==> config.mk <==
export PLATFORM = sky130hd
export DESIGN_NAME = up_counter_monitor_flat
export DESIGN_NICKNAME = d
export VERILOG_FILES = /design/src/rtl/up_counter_if.sv /design/src/rtl/up_counter_monitor.sv /design/src/flat_wrapper.sv
export SDC_FILE = /design/constraint.sdc
export NUM_CORES = 1
export LEC_CHECK = 0
export BUFFER_PORTS_ARGS = -buffer_cell sky130_fd_sc_hd__buf_4
export CAP_MARGIN = 30
export CORE_MARGIN = 2
export CORE_UTILIZATION = 48
export CTS_CLUSTER_SIZE = 25
export DETAILED_ROUTE_END_ITERATION = 8
export PLACE_DENSITY_LB_ADDON = 0.12
export SYNTH_ARGS = -nofsm -noshare
export SYNTH_HDL_FRONTEND = slang
export SYNTH_SLANG_ARGS = --single-unit
==> constraint.sdc <==
create_clock -name clk -period 2.5 [get_ports clk]
set_input_delay 0.125 -clock clk [delete_from_list [all_inputs] [get_ports clk]]
set_output_delay 0.125 -clock clk [all_outputs]
set_load 0.03 [all_outputs]
==> src/rtl/up_counter_if.sv <==
// up_counter_if: bus between a free-running up counter, its duty source and the step monitor
interface up_counter_if #(
  parameter int CNT_W  = 4,
  parameter int WRAP_W = 8
);
  logic [CNT_W-1:0]  counter;
  logic [CNT_W-1:0]  duty_in;
  logic              duty_load;
  logic              err_clear;
  logic              pwm_out;
  logic              wrap_pulse;
  logic [WRAP_W-1:0] wrap_count;
  logic              step_error;
  logic [CNT_W-1:0]  err_value;
  logic [CNT_W-1:0]  err_expected;
  modport master (
    output counter, duty_in, duty_load, err_clear,
    input  pwm_out, wrap_pulse, wrap_count, step_error, err_value, err_expected
  );
  modport slave (
    input  counter, duty_in, duty_load, err_clear,
    output pwm_out, wrap_pulse, wrap_count, step_error, err_value, err_expected
  );
endinterface

==> src/rtl/up_counter_monitor.sv <==
// up_counter_monitor: checks +1 mod 2^CNT_W stepping, tallies wraps, drives wrap-aligned PWM, latches first fault
module up_counter_monitor #(
  parameter int CNT_W      = 4,
  parameter int WRAP_W     = 8,
  parameter bit ALLOW_HOLD = 1'b0
) (
  input logic        clk,
  input logic        reset,
  up_counter_if.slave bus
);
  typedef enum logic [1:0] {SYNC, TRACK, FAULT} state_t;
  localparam logic [CNT_W-1:0]  CNT_ONE  = 1;
  localparam logic [CNT_W-1:0]  CNT_MAX  = '1;
  localparam logic [WRAP_W-1:0] WRAP_ONE = 1;
  localparam logic [WRAP_W-1:0] WRAP_MAX = '1;
  state_t            state_q, state_d;
  logic [CNT_W-1:0]  prev_q, prev_d;
  logic [CNT_W-1:0]  duty_act_q, duty_act_d;
  logic [CNT_W-1:0]  duty_pend_q, duty_pend_d;
  logic [CNT_W-1:0]  err_val_q, err_val_d;
  logic [CNT_W-1:0]  err_exp_q, err_exp_d;
  logic [WRAP_W-1:0] wrap_cnt_q, wrap_cnt_d;
  logic              pwm_q, pwm_d;
  logic              wrap_q, wrap_d;
  logic              err_q, err_d;
  logic [CNT_W-1:0]  expected;
  logic              live, step_ok, hold_ok, wrap_det, fault;
  // err_clear pre-empts any decision taken in TRACK on the same edge
  assign live     = (state_q == TRACK) && !bus.err_clear;
  assign expected = prev_q + CNT_ONE;
  assign step_ok  = bus.counter == expected;
  assign hold_ok  = ALLOW_HOLD && (bus.counter == prev_q);
  assign wrap_det = live && step_ok && (prev_q == CNT_MAX);
  assign fault    = live && !step_ok && !hold_ok;
  always_comb begin
    state_d     = bus.err_clear ? SYNC : (state_q == SYNC) ? TRACK : fault ? FAULT : state_q;
    prev_d      = ((state_q == SYNC) || (live && step_ok)) ? bus.counter : prev_q;
    duty_pend_d = bus.duty_load ? bus.duty_in : duty_pend_q;
    duty_act_d  = wrap_det ? duty_pend_q : duty_act_q;
    pwm_d       = live && !fault && (bus.counter < duty_act_d);
    wrap_d      = wrap_det;
    wrap_cnt_d  = bus.err_clear ? '0 : (wrap_det && wrap_cnt_q != WRAP_MAX) ? wrap_cnt_q + WRAP_ONE : wrap_cnt_q;
    err_d       = !bus.err_clear && (err_q || fault);
    err_val_d   = fault ? bus.counter : err_val_q;
    err_exp_d   = fault ? expected : err_exp_q;
  end
  always_ff @(posedge clk) begin
    if (reset) begin
      state_q     <= SYNC;
      prev_q      <= '0;
      duty_act_q  <= '0;
      duty_pend_q <= '0;
      err_val_q   <= '0;
      err_exp_q   <= '0;
      wrap_cnt_q  <= '0;
      pwm_q       <= 1'b0;
      wrap_q      <= 1'b0;
      err_q       <= 1'b0;
    end else begin
      state_q     <= state_d;
      prev_q      <= prev_d;
      duty_act_q  <= duty_act_d;
      duty_pend_q <= duty_pend_d;
      err_val_q   <= err_val_d;
      err_exp_q   <= err_exp_d;
      wrap_cnt_q  <= wrap_cnt_d;
      pwm_q       <= pwm_d;
      wrap_q      <= wrap_d;
      err_q       <= err_d;
    end
  end
  assign bus.pwm_out      = pwm_q;
  assign bus.wrap_pulse   = wrap_q;
  assign bus.wrap_count   = wrap_cnt_q;
  assign bus.step_error   = err_q;
  assign bus.err_value    = err_val_q;
  assign bus.err_expected = err_exp_q;
endmodule

==> src/flat_wrapper.sv <==
// flat-port wrapper written by rule: the top's interface ports become plain ports
module up_counter_monitor_flat 
#(
  parameter int CNT_W      = 4,
  parameter int WRAP_W     = 8,
  parameter bit ALLOW_HOLD = 1'b0
)
  (clk, reset, bus_counter, bus_duty_in, bus_duty_load, bus_err_clear, bus_pwm_out, bus_wrap_pulse, bus_wrap_count, bus_step_error, bus_err_value, bus_err_expected);
  up_counter_if #(.CNT_W(CNT_W), .WRAP_W(WRAP_W)) bus_i ();
  input logic clk;
  input logic reset;
  input wire logic [$bits(bus_i.counter)-1:0] bus_counter;
  input wire logic [$bits(bus_i.duty_in)-1:0] bus_duty_in;
  input wire logic [$bits(bus_i.duty_load)-1:0] bus_duty_load;
  input wire logic [$bits(bus_i.err_clear)-1:0] bus_err_clear;
  output wire logic [$bits(bus_i.pwm_out)-1:0] bus_pwm_out;
  output wire logic [$bits(bus_i.wrap_pulse)-1:0] bus_wrap_pulse;
  output wire logic [$bits(bus_i.wrap_count)-1:0] bus_wrap_count;
  output wire logic [$bits(bus_i.step_error)-1:0] bus_step_error;
  output wire logic [$bits(bus_i.err_value)-1:0] bus_err_value;
  output wire logic [$bits(bus_i.err_expected)-1:0] bus_err_expected;
  assign bus_i.counter = bus_counter;
  assign bus_i.duty_in = bus_duty_in;
  assign bus_i.duty_load = bus_duty_load;
  assign bus_i.err_clear = bus_err_clear;
  assign bus_pwm_out = bus_i.pwm_out;
  assign bus_wrap_pulse = bus_i.wrap_pulse;
  assign bus_wrap_count = bus_i.wrap_count;
  assign bus_step_error = bus_i.step_error;
  assign bus_err_value = bus_i.err_value;
  assign bus_err_expected = bus_i.err_expected;
  up_counter_monitor #(.CNT_W(CNT_W), .WRAP_W(WRAP_W), .ALLOW_HOLD(ALLOW_HOLD)) u_core (.clk(clk), .reset(reset), .bus(bus_i));
endmodule
== After elaboration in Yosys (flattened, before gate mapping) ==
Cells that the tools add are included.

* Bits in registers: 33
* Latch bits: 0
* RAM bits: 0
* ROM bits: 0
* Output and inout port bits: 19
* Memories kept: 0

* $add $sub $neg: 2
* Multipliers: 0
* Divide/modulo/power cells: 0
* Magnitude comparators: 1
* Equal/unequal tests: 4
* Shift operators: 0
* Muxes and demuxes: 3
* Bitwise gates (word level): 0
* Reduce and logical (&&, ||, !) cells: 17

{| class="wikitable"
|+ Operator list
! kind !! number
|-
| 8-bit by 1-bit adder with 8-bit output, second input constant || 1
|-
| 1-bit logical AND || 8
|-
| 8-bit != test, second input constant || 1
|-
| 4-bit by 1-bit adder with 4-bit output, second input constant || 1
|-
| 4-bit == test || 1
|-
| 4-bit == test, second input constant || 1
|-
| 4-bit < comparator || 1
|-
| 4-bit 2-to-1 mux || 1
|-
| 1-bit logical NOT || 3
|-
| 3-bit OR reduction || 1
|-
| 2-bit by 1-bit == test with 1-bit output, second input constant || 1
|-
| 2-bit logical NOT || 1
|-
| 1-bit logical OR || 2
|-
| 1-bit 2-to-1 mux || 2
|-
| 2-bit nonzero test || 1
|-
| 2-bit OR reduction || 1
|}

== Depth between registers and ports, before layout ==
Gate-level depths: netlist of run 1.

* Depth in word-level cells: 7
* Gate-level depth with buffers: 11

== Worst setup path after synthesis of run 1 ==
Ideal clock, no wire load.

* Path kind: register -> register
* Start point: reg u_core.prev_q[0]
* End point: reg u_core.pwm_q, in the netlist u_core.bus.pwm_out
* Data arrival time: 2,528 ps
* Slack: -98 ps
* Stages on the path, launching flop included: 11
* Buffers on the path: 0
* Clock period less this slack: 2,598 ps
* Cells stage by stage: dfxtp_1 ha_1 xnor2_1 nand2_1 nor4_4 mux2i_1 ha_1 and3_1 a2111oi_0 nand2_1 a21oi_1

* Longest elaborated chain between the ends: 7
* Elaborated cells between the ends (all ways): 12
* Those cells by class: add/sub: 1; order compare: 1; eq/ne: 2; mux: 1; reduce/logical: 7

{| class="wikitable"
|+ Ends and longest elaborated chain
! element !! line !! source
|-
| from (decl) || up_counter_monitor.sv:17 || <nowiki>logic [CNT_W-1:0] prev_q, prev_d;</nowiki>
|-
| from (signal assigned) || up_counter_monitor.sv:61 || <nowiki>prev_q <= prev_d;</nowiki>
|-
| 4-bit by 1-bit adder with 4-bit output (*) || up_counter_monitor.sv:30 || <nowiki>assign expected = prev_q + CNT_ONE;</nowiki>
|-
| named net u_core.expected[1] || up_counter_monitor.sv:26 || <nowiki>logic [CNT_W-1:0] expected;</nowiki>
|-
| 4-bit == test (*) || up_counter_monitor.sv:31 || <nowiki>assign step_ok = bus.counter == expected;</nowiki>
|-
| 1-bit logical AND / 1-bit logical NOT (equally long branches) || up_counter_monitor.sv:33, up_counter_monitor.sv:34 ||
|-
| 1-bit logical AND, on equally long branches || up_counter_monitor.sv:33, up_counter_monitor.sv:34 ||
|-
| 4-bit 2-to-1 mux / 1-bit logical NOT (equally long branches) || up_counter_monitor.sv:39, up_counter_monitor.sv:40 ||
|-
| 4-bit < comparator / 1-bit logical AND (equally long branches) || up_counter_monitor.sv:40 || <nowiki>pwm_d = live && !fault && (bus.counter < duty_act_d);</nowiki>
|-
| 1-bit logical AND (*) || up_counter_monitor.sv:40 ||
|-
| to (signal assigned) || up_counter_monitor.sv:67 || <nowiki>pwm_q <= pwm_d;</nowiki>
|-
| to (decl) || up_counter_monitor.sv:23 || <nowiki>logic pwm_q, pwm_d;</nowiki>
|}

Mark *: on every way through the listed nets, which the timed path passes. The rest lies on a longest branch.
A chain may end at the register's enable or synchronous reset.

== Worst setup path in the final report of run 1 ==
* Start point: reg u_core.prev_q[0]
* End point: reg u_core.pwm_q, in the netlist u_core.bus.pwm_out

* Longest elaborated chain between the ends: 7
* Elaborated cells between the ends (all ways): 12
* Those cells by class: add/sub: 1; order compare: 1; eq/ne: 2; mux: 1; reduce/logical: 7

{| class="wikitable"
|+ Ends and longest elaborated chain
! element !! line
|-
| 4-bit by 1-bit adder with 4-bit output || up_counter_monitor.sv:30
|-
| 4-bit == test || up_counter_monitor.sv:31
|-
| 1-bit logical AND / 1-bit logical NOT (equally long branches) || up_counter_monitor.sv:33, up_counter_monitor.sv:34
|-
| 1-bit logical AND, on equally long branches || up_counter_monitor.sv:33, up_counter_monitor.sv:34
|-
| 4-bit 2-to-1 mux / 1-bit logical NOT (equally long branches) || up_counter_monitor.sv:39, up_counter_monitor.sv:40
|-
| 4-bit < comparator / 1-bit logical AND (equally long branches) || up_counter_monitor.sv:40
|-
| 1-bit logical AND (*) || up_counter_monitor.sv:40
|}

Mark *: on every way between the ends. The rest lies on a longest branch, timed or not.

==> flow_summary.json, run 1 <==
{
  "outcome": "complete, no violations",
  "cp-start-kind": "flop",
  "placed_area_mm2": 0.00182,
  "finalWirelength_um": 3330,
  "clkLatencyLatePin_ns": 0.32,
  "diodes": 0,
  "endpoint_kind": "flop",
  "final_common_cell": "buf_4",
  "grtUsageTotal_pct": 20.5,
  "drc": 0,
  "multi_input_area_um2": 926,
  "max-clock-path-buffers": 2,
  "nets": 218,
  "layout_common_cells": "buf_4 (45), nor2_1 (30), dfxtp_1 (30)",
  "ys_seq_area_share_pct": 44.6,
  "cts.sinks": 33,
  "grt_overflow": 0,
  "synth_seq_cells": 33,
  "clock_tree.root_cell": "clkbuf_4",
  "num-fill-cells": 236,
  "min_period_ns": 2.48,
  "synthCells": 154,
  "finalCritPeriodShare_pct": 99.3,
  "powerDensity_mw_per_mm2": 503,
  "htreeDepth": 2,
  "min_path_type": "input pin to flop",
  "skew_ns": 0.0102,
  "start_util_pct": 49.4,
  "worstSetupPathType": "flop to flop",
  "fmax_mhz": 403,
  "cts_tree": "built",
  "hold_buffers": 0,
  "cp.required_ns": 2.75,
  "drt_iter0_markers": 44,
  "cts_buffers": 5,
  "via_count": 1278,
  "antenna_found_initial": 0,
  "holdWs_ns": 0.0375,
  "yosysWarnings": 0,
  "maxSlewViolCount": 0,
  "grt_max_degree": 26,
  "dieArea_mm2": 0.00355,
  "rsz0062_at_grt": "yes",
  "cp.arrival_ns": 2.74,
  "die_h_um": 59.6,
  "via_per_inst": 5.46,
  "fp.coreArea_mm2": 0.00300,
  "ff_latch_area_um2": 664,
  "crit_path_max_incr_delay_ns": 0.36,
  "grt_pass1_vias": 1206,
  "final_antenna_net_count": 0,
  "grt_first_pass_wirelength_um": 5330,
  "crit_top_cell": "buf_6",
  "synth_cell_types": 33,
  "drive_above_1_share_pct": 38.8,
  "hold_viol": 0,
  "ir_worst_vdd_mv": 0.417,
  "slowest_stage": "dfxtp_2",
  "slew_headroom_pct": 56.4,
  "die_w_um": 59.6,
  "area_growth_pct": 38.1,
  "timing_worst_slew_pin_value_ns": 0.654,
  "power_mw": 1.03,
  "dpl.hpwl_um": 2400,
  "finalInstanceArea_mm2": 0.00205,
  "synth_nets": 171,
  "place.gp.congestion": 0.795,
  "placement_rows": 20,
  "io_buffers": 30,
  "setup_violations": 0,
  "wl_per_cell_um": 14.2,
  "path_max_fanout": 4,
  "ios": 31,
  "synth_area_per_cell_um2": 9.63,
  "path_cells": "buf_6, nand3_4, xnor2_2, nor4_4, buf_6, mux2i_2, ha_1, a21oi_2, nor2b_2, a2111oi_4, nand2_1, a21oi_1",
  "synthesis.area_mm2": 0.00148,
  "first_pass_iters": 4,
  "cap_violations": 0,
  "path_clk_slew_ns": 0.09,
  "p_leak_nw": 0.838
}
==> worst max-delay path: cells and delay by family, from the launching register on <==
| family | cells | cell delay, ns |
|---|---|---|
| compound gates | 3 | 0.55 |
| simple gates | 4 | 0.51 |
| flops | 1 | 0.36 |
| buf+inv | 2 | 0.31 |
| fa+ha+maj | 1 | 0.30 |
| mux | 1 | 0.23 |
| xor+xnor | 1 | 0.17 |
==> per-layer routing <==
layer	vias to the layer above	GRT usage (%)	wire, µm
li1	637	-	-
met1	600	25.1	1570
met2	35	33.8	1590
met3	6	5.90	122
met4	0	7.94	46
met5	-	0	0
==> per-stage QoR <==
stage | utilization, % | instances | setup TNS, ns | setup slack [ns]
floorplan | - | 154 | 0 | 0.0208
global placement | 60.5 | 222 | -0.0310 | -0.0310
detailed placement | 60.5 | 222 | -0.285 | -0.285
CTS | 64.8 | 232 | -0.116 | -0.116
global route | 68.2 | 234 | -0.122 | -0.122
finish | 68.2 | 234 | 0 | 0.0183
==> sequential cells by signal, summed over array words and instances, names as in the netlist <==
signal	count
u_core.duty_act_q	4
u_core.state_q	2
u_core.bus.pwm_out	1
u_core.bus.wrap_pulse	1
u_core.bus.step_error	1
u_core.prev_q	4
u_core.bus.err_value	4
u_core.bus.err_expected	4
u_core.bus.wrap_count	8
u_core.duty_pend_q	4
==> path summary, 6_finish.rpt <==
path / startpoint / to / slack, ns / cells after the start
setup / recovery: u_core.prev_q[0] / u_core.bus.pwm_out / 0.02 / 12
hold / removal: bus_duty_in[0] / u_core.duty_pend_q[0] / 0.04 / 3
setup reg to reg: u_core.prev_q[0] / u_core.bus.pwm_out / 0.02 / 12
hold reg to reg: u_core.bus.step_error / u_core.bus.step_error / 0.49 / 2
==> Yosys cell counts <==
cell / n / area share, %
o211ai_1: 1 / 0.51
nor3_1: 3 / 1.0
a2111oi_0: 1 / 0.59
xnor3_1: 1 / 1.5
buf_1: 1 / 0.25
buf_2: 2 / 0.68
nor2b_1: 2 / 0.84
dfxtp_1: 33 / 45
a31o_2: 1 / 0.59
or3_1: 3 / 1.3
nor4_4: 1 / 1.4
o21ai_0: 1 / 0.34
and3_1: 3 / 1.3
xnor2_2: 1 / 1.1
o31a_1: 1 / 0.59
xnor2_1: 6 / 3.5
nand3_1: 6 / 2.0
or3_4: 1 / 0.76
mux2i_1: 18 / 12
nor4_1: 2 / 0.84
nand2_1: 8 / 2.0
ha_1: 5 / 4.2
nor3b_1: 1 / 0.51
o31ai_1: 1 / 0.51
or2_2: 1 / 0.42
o32ai_2: 1 / 1.1
a211oi_1: 3 / 1.5
or4_1: 2 / 1.0
clkbuf_1: 4 / 1.0
nand4_1: 1 / 0.42
nor2_1: 30 / 7.6
a21oi_1: 6 / 2.0
xor2_1: 3 / 1.8
==> where the power goes <==
| group | total, mW | switching (mW) | internal [mW] |
|---|---|---|---|
| registers | 0.556 | 0.0141 | 0.542 |
| clock network | 0.290 | 0.158 | 0.133 |
| logic | 0.184 | 0.0937 | 0.0903 |
==> area by class of cell <==
| cell class | instances | share of cell area [%] |
|---|---|---|
| multi-input cells | 114 | 45.2 |
| flip-flops and latches | 33 | 32.5 |
| repair buffers | 47 | 17.6 |
| clock buffers | 7 | 2.69 |
| well taps | 33 | 2.02 |
==> cell families after synthesis <==
kind of cell / count (synthesis) / synth area share [%]
buf+inv: 7 / 1.94
xor+xnor: 11 / 7.93
compound gates: 16 / 7.76
simple gates: 64 / 21.4
fa+ha+maj: 5 / 4.22
mux: 18 / 12.2
flops: 33 / 44.6
==> timing repair <==
item	4_1_cts	5_1_grt
cloned	0	0
resized for setup	9	16
pin swaps	5	6
setup buffers	3	2
setup endpoints to repair	1	1
(Power assumes the default switching activity.)
==> inputs of run 2 (changes only) <==
--- a/config.mk
+++ b/config.mk
@@ -7,11 +7,12 @@
 export LEC_CHECK = 0
 export BUFFER_PORTS_ARGS = -buffer_cell sky130_fd_sc_hd__buf_4
 export CAP_MARGIN = 30
-export CORE_MARGIN = 2
+export CORE_MARGIN = 1
 export CORE_UTILIZATION = 48
 export CTS_CLUSTER_SIZE = 25
 export DETAILED_ROUTE_END_ITERATION = 8
 export PLACE_DENSITY_LB_ADDON = 0.12
+export RECOVER_POWER = 50
 export SYNTH_ARGS = -nofsm -noshare
 export SYNTH_HDL_FRONTEND = slang
 export SYNTH_SLANG_ARGS = --single-unit
==> run 2 against run 1 <==
The flow now finishes with violations (design-rule violations, negative setup slack). Combinational power increased by 22%. Sequential power about the same. Final cell count increased by 3.0%. Power increased by 5.4%. Count of clock-buffer cells in the layout unchanged. Sequential share of layout area decreased by 0.97 points. Worst hold slack got worse by 0.017 ns. Clock power increased by 5%. First-iteration DRC count increased by 36%. Die area decreased by 6.6%. Largest cell class unchanged.
==> flow_summary.json, run 2 (synthesis gave the netlist of run 1 again) <==
{
  "worstSetupPathType": "flop to flop",
  "finalWirelength_um": 4330,
  "intPower_mw": 0.784,
  "power_frac_clock_pct": 28.1,
  "htreeDepth": 2,
  "die_w_um": 57.6,
  "min_period_ns": 2.67,
  "final_antenna_net_count": 0,
  "swShare_pct": 27.9,
  "skew_ns": 0.00454,
  "dp_slack_ns": -0.245,
  "powerDensity_mw_per_mm2": 513,
  "nets": 227,
  "crit-reg2reg-launch": "u_core.prev_q[0]",
  "maxSlewViolCount": 0,
  "fmax_mhz": 375,
  "p_sw_mw": 0.303,
  "dieArea_mm2": 0.00331,
  "placement_rows": 19,
  "die_h_um": 57.6,
  "cts.sinks": 33,
  "grt_pass1_vias": 1295,
  "largest_reg_flops": 8,
  "cp.arrival_ns": 2.94,
  "cp-start-kind": "flop",
  "io_buffers": 30,
  "hold_viol": 0,
  "cap_violations": 0,
  "ios": 31,
  "slew_headroom_pct": 59.6,
  "area_growth_pct": 42.9,
  "dpl.hpwl_um": 2390,
  "combPwrFrac_pct": 20.7,
  "cts_tree": "built",
  "hold_path.startpoint": "bus_duty_in[1]",
  "grt_max_degree": 26,
  "clock_tree.root_cell": "clkbuf_4",
  "outcome": "complete, but fails checks",
  "layout_common_cells": "buf_4 (34), nor2_1 (30), dfxtp_1 (30)",
  "min_path_type": "input pin to flop",
  "path_max_fanout": 2,
  "grtUsageTotal_pct": 24.9,
  "p_seq_share_pct": 51.2,
  "cp.required_ns": 2.78,
  "max-clock-path-buffers": 2,
  "grt_overflow": 0,
  "layout.cells.non_filler": 241,
  "path_clk_slew_ns": 0.10,
  "finalCritPeriodShare_pct": 107,
  "violations": "design-rule violations, negative setup slack",
  "drc": 2,
  "start_util_pct": 52.4,
  "via_per_inst": 5.80,
  "drt_iter0_markers": 60,
  "setup_violations": 1,
  "final_common_cell": "buf_4",
  "via_count": 1397,
  "first_pass_iters": 6,
  "place.gp.congestion": 0.902,
  "crit_path_start": "u_core.prev_q[0]",
  "antenna_found_initial": 0,
  "power_mw": 1.09,
  "cts_buffers": 5,
  "setup_slack_ns": -0.165,
  "dp_cells": 219,
  "wl_per_cell_um": 18.0,
  "grt_first_pass_wirelength_um": 6060,
  "endpoint_kind": "flop",
  "drive_above_1_share_pct": 33.8,
  "fp.coreArea_mm2": 0.00283,
  "rsz0062_at_grt": "yes",
  "timing_worst_slew_pin_value_ns": 0.602,
  "p_leak_nw": 0.811,
  "ir_worst_vdd_mv": 0.381,
  "clkLatencyLatePin_ns": 0.34,
  "diodes": 0
}
run 2: what timing repair did:
action                                 in CTS  in global routing
resized for setup                          12                 21
gates cloned                                0                  1
endpoints found under the hold margin       0                  0
hold buffers                                0                  0
setup endpoints to repair                   1                 12
pin swaps                                   8                  9
setup buffers                              10                  5
run 2: critical path: stages, from the launching register on:
cell	delay (ns)
dfxtp_2	0.38
ha_4	0.15
and3_4	0.21
nand2_2	0.09
nor4_4	0.29
buf_4	0.21
mux2i_4	0.30
ha_4	0.26
a21oi_4	0.14
nor2b_2	0.07
a2111oi_4	0.27
nand2_1	0.11
a21oi_1	0.13
run 2: final cells by class:
type	instances	area (µm²)
multi-input combinational	115	1010
fill	212	711
sequential	33	667
timing repair buffer	55	349
clock buffer	7	55.1
tap	31	38.8
run 2: path summary, 6_finish.rpt:
path                                                   end  slack (ns)  cells after the start
worst max-delay path                    u_core.bus.pwm_out       -0.17                     12
worst min-delay path                 u_core.duty_pend_q[1]        0.02                      3
worst max register to register          u_core.bus.pwm_out       -0.17                     12
worst min register to register  u_core.bus.err_expected[0]        0.50                      2
run 2: metrics by stage:
step	TNS, ns	hold slack [ns]	utilization [%]	cell area, µm²
3_3_place_gp	-0.0215	0.359	63.9	1810
3_5_place_dp	-0.245	0.378	63.9	1810
4_1_cts	-0.0127	0.0219	70.9	2000
6_report	-0.165	0.0206	74.9	2120
5_1_grt	-0.219	0.0209	74.9	2120
2_1_floorplan	0	0.198	-	1490
run 2: power by group through the flow:
| stage | Clock [mW] | Combinational, mW | Sequential (mW) |
|---|---|---|---|
| floorplan | 0 | 0.0800 | 0.575 |
| global placement | 0 | 0.146 | 0.563 |
| detailed placement | 0 | 0.151 | 0.564 |
| CTS | 0.310 | 0.184 | 0.554 |
| global route | 0.330 | 0.238 | 0.558 |
| finish | 0.305 | 0.225 | 0.556 |
run 2: metal layers:
layer / wire (µm) / share of wire (%) / track usage [%]
met1: 1730 / 40 / 30.9
met5: 0 / 0 / 0
met4: 163 / 3.8 / 15.3
met3: 291 / 6.7 / 5.22
met2: 2150 / 50 / 39.7
